--- src/rtl/adiabatic_pkg.sv ---
// rtl/adiabatic_pkg.sv - shared phase and sequencer state encodings
package adiabatic_pkg;

  typedef enum logic [1:0] {
    UP   = 2'd0,
    HOLD = 2'd1,
    DOWN = 2'd2,
    IDLE = 2'd3
  } phase_e;

  typedef enum logic [1:0] {
    OFF   = 2'd0,
    RUN   = 2'd1,
    DRAIN = 2'd2
  } seq_state_e;

endpackage

--- src/rtl/adiabatic_phase_ctr.sv ---
// rtl/adiabatic_phase_ctr.sv - tick/quarter counter with clear and boundary strobe
module adiabatic_phase_ctr #(
  parameter int PHASE_CYC = 4,
  parameter int TW        = $clog2(PHASE_CYC)
) (
  input  logic          clk,
  input  logic          rst_n,
  input  logic          clr_i,
  output logic [TW-1:0] tick_o,
  output logic [1:0]    q_o,
  output logic          boundary_o
);

  localparam logic [TW-1:0] LAST = TW'(PHASE_CYC - 1);

  logic [TW-1:0] tick_q, tick_d;
  logic [1:0]    q_q, q_d;

  assign boundary_o = (tick_q == LAST);
  assign tick_o     = tick_q;
  assign q_o        = q_q;

  always_comb begin
    tick_d = tick_q;
    q_d    = q_q;
    if (clr_i) begin
      tick_d = '0;
      q_d    = '0;
    end else if (boundary_o) begin
      tick_d = '0;
      q_d    = q_q + 2'd1;
    end else begin
      tick_d = tick_q + TW'(1);
    end
  end

  always_ff @(posedge clk) begin
    if (!rst_n) begin
      tick_q <= '0;
      q_q    <= '0;
    end else begin
      tick_q <= tick_d;
      q_q    <= q_d;
    end
  end

endmodule

--- src/rtl/adiabatic_pclk_seq.sv ---
// rtl/adiabatic_pclk_seq.sv - four-phase power-clock sequencer with wake/park waves and token tracking
module adiabatic_pclk_seq
  import adiabatic_pkg::*;
#(
  parameter int NSTAGES   = 4,
  parameter int PHASE_CYC = 4
) (
  input  logic                   clk,
  input  logic                   rst_n,
  input  logic                   en,
  input  logic                   in_valid,
  output logic                   in_ready,
  output logic                   out_valid,
  output logic                   busy,
  output logic [2*NSTAGES-1:0]   phase,
  output logic [NSTAGES-1:0]     ramp_up,
  output logic [NSTAGES-1:0]     ramp_dn
);

  localparam int TW = $clog2(PHASE_CYC);

  seq_state_e         state_q, state_d;
  logic [NSTAGES-1:0] act_q, act_d;
  logic [NSTAGES:0]   tok_q, tok_d;
  logic [NSTAGES-1:0] wake, park;
  logic [TW-1:0]      tick;
  logic [1:0]         q;
  logic               bnd;
  logic               ctr_clr;
  logic               launch;

  assign ctr_clr = (state_q == OFF) || (state_d == OFF);

  adiabatic_phase_ctr #(
    .PHASE_CYC (PHASE_CYC),
    .TW        (TW)
  ) u_ctr (
    .clk        (clk),
    .rst_n      (rst_n),
    .clr_i      (ctr_clr),
    .tick_o     (tick),
    .q_o        (q),
    .boundary_o (bnd)
  );

  assign in_ready  = (state_q == RUN) && (q == 2'd3) && bnd;
  assign launch    = in_valid && in_ready;
  assign busy      = (state_q != OFF);
  // tok_q[NSTAGES] marks the last stage in HOLD; tick==0 is its first cycle there
  assign out_valid = tok_q[NSTAGES] && (tick == '0);

  for (genvar k = 0; k < NSTAGES; k++) begin : g_stage
    localparam logic [1:0] KOFF = 2'(k % 4);
    logic [1:0] nom, nom_next;

    assign nom      = q - KOFF;
    assign nom_next = q + 2'd1 - KOFF;

    assign phase[2*k +: 2] = act_q[k] ? nom : 2'(IDLE);
    assign ramp_up[k]      = act_q[k] && (nom == 2'(UP));
    assign ramp_dn[k]      = act_q[k] && (nom == 2'(DOWN));

    if (k == 0) begin : g_first
      assign wake[k] = 1'b0;
      assign park[k] = (state_q == DRAIN) && bnd && act_q[k] && (nom_next == 2'(IDLE));
    end else begin : g_rest
      // each wave advances only behind its neighbour, so parking always trails tokens
      assign wake[k] = (state_q != OFF) && bnd && !act_q[k] && act_q[k-1]
                       && (nom_next == 2'(UP));
      assign park[k] = (state_q == DRAIN) && bnd && act_q[k] && !act_q[k-1]
                       && (nom_next == 2'(IDLE));
    end
  end

  always_comb begin
    state_d = state_q;
    act_d   = (act_q | wake) & ~park;
    tok_d   = tok_q;
    if (bnd && (state_q != OFF)) begin
      tok_d = {tok_q[NSTAGES-1:0], launch};
    end
    case (state_q)
      OFF: begin
        if (en) begin
          state_d = RUN;
          act_d   = NSTAGES'(1);
        end
      end
      RUN: begin
        if (!en) state_d = DRAIN;
      end
      DRAIN: begin
        if (act_d == '0) begin
          state_d = OFF;
          tok_d   = '0;
        end
      end
      default: state_d = OFF;
    endcase
  end

  always_ff @(posedge clk) begin
    if (!rst_n) begin
      state_q <= OFF;
      act_q   <= '0;
      tok_q   <= '0;
    end else begin
      state_q <= state_d;
      act_q   <= act_d;
      tok_q   <= tok_d;
    end
  end

endmodule

--- config.mk ---
export PLATFORM = sky130hd
export DESIGN_NAME = adiabatic_pclk_seq
export DESIGN_NICKNAME = d
export VERILOG_FILES = /design/src/rtl/adiabatic_pkg.sv /design/src/rtl/adiabatic_phase_ctr.sv /design/src/rtl/adiabatic_pclk_seq.sv
export SDC_FILE = /design/constraint.sdc
export NUM_CORES = 1
export LEC_CHECK = 0
export CORE_ASPECT_RATIO = 1.2
export CORE_MARGIN = 3
export CORE_UTILIZATION = 24
export CTS_BUF_LIST = sky130_fd_sc_hd__clkbuf_16
export DETAILED_ROUTE_END_ITERATION = 10
export DONT_BUFFER_PORTS = 1
export PLACE_DENSITY = 0.47
export SLEW_MARGIN = 20
export SYNTH_ARGS = -nofsm -noshare
export SYNTH_HDL_FRONTEND = slang
export SYNTH_HIERARCHICAL = 1
export SYNTH_SLANG_ARGS = --single-unit
--- constraint.sdc ---
create_clock -name clk -period 2.85 [get_ports clk]
set_input_delay 0.855 -clock clk [delete_from_list [all_inputs] [get_ports clk]]
set_output_delay 0.855 -clock clk [all_outputs]
set_load 0.05 [all_outputs]
==> out/metrics.yaml <==
clock_sinks: 15
vias_per_cell: 4.74
ys_ff_latch: 15
min_path_type: "reg -> reg"
grt_pass1_vias: 723
synthCells: 101
cts_root_buf: "clkbuf_16"
fillers: 419
area.sequential_um2: 300
die_h_um: 75.0
crit_type: "reg -> out"
grt_max_degree: 13
drcViolationCount: 0
slew_headroom: 0.626
min_period_ns: 2.51
worstPathMaxFanout: 9
async_flop_share: 0
clkTransAtPathRegs_ns: 0.05
first_iter_violations: 26
wl_per_cell_um: 13.6
io_buffers: 0
area_delta_synth_final_pct: 15.0
worstPathArrival_ns: 1.65
synth_common_cells: "dfxtp_1, nand2_1, and2_1, ha_1, inv_1"
insertedDiodeCount: 0
finalHoldViolations: 0
yosysTopAreaCellShare: 0.316
core_area_mm2: 0.00372
finalNetCount: 116
post_cts_buffers: 0
irDropWorstVdd_uv: 147
yosys_warnings: 6
whs_ns: 0.519
yosysTopAreaCell: "dfxtp_1"
layout-drive-gt1-share: 0.183
max_freq_mhz: 399
syn-num-nets: 112
worst_pin_slew_ns: 0.562
status: "finished, final reports clean"
setup_viol: 0
antenna_found_initial: 0
dieWidth_um: 63.5
grt_pass1_wl_um: 3420
powerDensity_mw_per_mm2: 491
clock_latency_ns: 0.25
grtUsageTotal: 0.0939
power_leakage_nw: 0.436
setup_tns_ns: 0
fp.dieArea_mm2: 0.00476
dp_cells: 152
finalPower_mw: 0.537
overflow: 0
end_kind: "output pin"
ctsHoldBuffers: 0
layout.cells.non_filler: 156
avgSynthCellArea_um2: 9.41
ys.flop_type: "dfxtp_1"
dpl.hpwl_um: 1570
seq_area_frac_synth: 0.316
crit_required_ns: 2.00
postRouteWirelength_um: 2120
vias: 740
gp_congestion: 0.742
row_count: 24
cts_tree: "built"
drv_cap: 0
synth_area_leaders: "dfxtp_1, ha_1, nand2_1"
ctsResizeCount: 0
dr.pass1.iters: 4
slew_viol_final: 0
fin_crit_sh: 0.880
cts_buffer_depth: 2
h-tree-depth: 1
final.setup_skew_ns: 0.00246
rsz0062_at_grt: "no"
syn-cell-area_um2: 951
ant_nets: 0
post-synth-top-count-cell: "dfxtp_1"
critPathLaunchType: "register"
synth_edf_count: 0
cts_buffers: 3
multi_input_area_um2: 614
synth.distinct_cells: 36
initial_utilization: 0.255
boundaryPins: 23
==> cell families after synthesis <==
logic type	Yosys count	synth area share
simple gates	48	0.307
xor+xnor	1	0.00921
compound gates	17	0.191
fa+ha+maj	7	0.0921
flops	15	0.316
mux	4	0.0421
buf+inv	9	0.0434
==> state kept, by name, summed over array words and instances (netlist names) <==
name          cells
u_ctr/tick_o      2
u_ctr/q_o         2
act_q             4
state_q           2
tok_q             5
==> worst paths after layout <==
path | from | end | slack [ns] | cells after the start
worst max-delay path | u_ctr/q_o[0] | phase[7] | 0.34 | 3
worst min-delay path | u_ctr/tick_o[0] | u_ctr/tick_o[0] | 0.52 | 1
worst min register to register | u_ctr/tick_o[0] | u_ctr/tick_o[0] | 0.52 | 1
worst max register to register | u_ctr/q_o[0] | u_ctr/tick_o[0] | 0.77 | 8
==> per-stage QoR <==
stage	util	instance area, um2	setup WS (ns)
floorplan	-	951	0.519
global placement	0.272	1010	0.649
detailed placement	0.272	1010	0.603
CTS	0.294	1090	0.335
global route	0.294	1090	0.231
finish	0.294	1090	0.342
==> per-layer routing <==
| metal | vias to the layer above | global-route usage | share of wire |
|---|---|---|---|
| met4 | 0 | 0.0671 | 0.029 |
| met3 | 5 | 0.0254 | 0.072 |
| met5 | - | 0 | 0 |
| met2 | 28 | 0.144 | 0.45 |
| li1 | 363 | - | - |
| met1 | 344 | 0.115 | 0.44 |
==> power by group <==
| group | switching, mW | internal, mW | total (mW) |
|---|---|---|---|
| Combinational | 0.0295 | 0.0122 | 0.0417 |
| Clock | 0.0890 | 0.188 | 0.277 |
| Sequential | 0.00494 | 0.213 | 0.218 |
==> layout by cell type (no fill, tap or decap) <==
| master | n |
|---|---|
| and4b_2 | 1 |
| nand3_2 | 1 |
| nor3b_2 | 2 |
| a311oi_1 | 1 |
| a32oi_4 | 1 |
| a211oi_2 | 1 |
| nor2b_1 | 1 |
| o211ai_1 | 1 |
| xnor2_1 | 1 |
| ha_1 | 7 |
| a31oi_4 | 1 |
| o2111ai_1 | 3 |
| a31oi_1 | 1 |
| dfxtp_1 | 15 |
| mux2i_1 | 4 |
| clkinv_2 | 1 |
| a21boi_0 | 1 |
| nor3_1 | 1 |
| and3b_4 | 1 |
| nand3b_1 | 1 |
| and2b_2 | 2 |
| nand2_1 | 14 |
| and3_1 | 3 |
| a21oi_2 | 2 |
| nor3b_1 | 5 |
| nand2b_1 | 1 |
| a211o_1 | 1 |
| buf_4 | 1 |
| a21bo_1 | 1 |
| nor2_1 | 6 |
| a22oi_1 | 1 |
| nand2b_4 | 1 |
| and2_1 | 8 |
| clkbuf_16 | 3 |
| o21ai_0 | 1 |
| a2111oi_2 | 1 |
| inv_1 | 7 |
==> worst max-delay path, cell delays in order, from the launching register on <==
cell      delay [ns]
dfxtp_1         0.50
inv_1           0.15
ha_1            0.31
nand2b_1        0.44
==> final cells by class <==
cell class                      instances  share of cell area
Timing Repair Buffer                    1             0.00686
Multi-Input combinational cell         77               0.562
Clock inverter                          1             0.00458
Clock buffer                            3              0.0686
Inverter                                7              0.0240
Sequential cell                        15               0.275
Tap cell                               52              0.0595
Note: power is estimated with default switching activity, not from simulation.
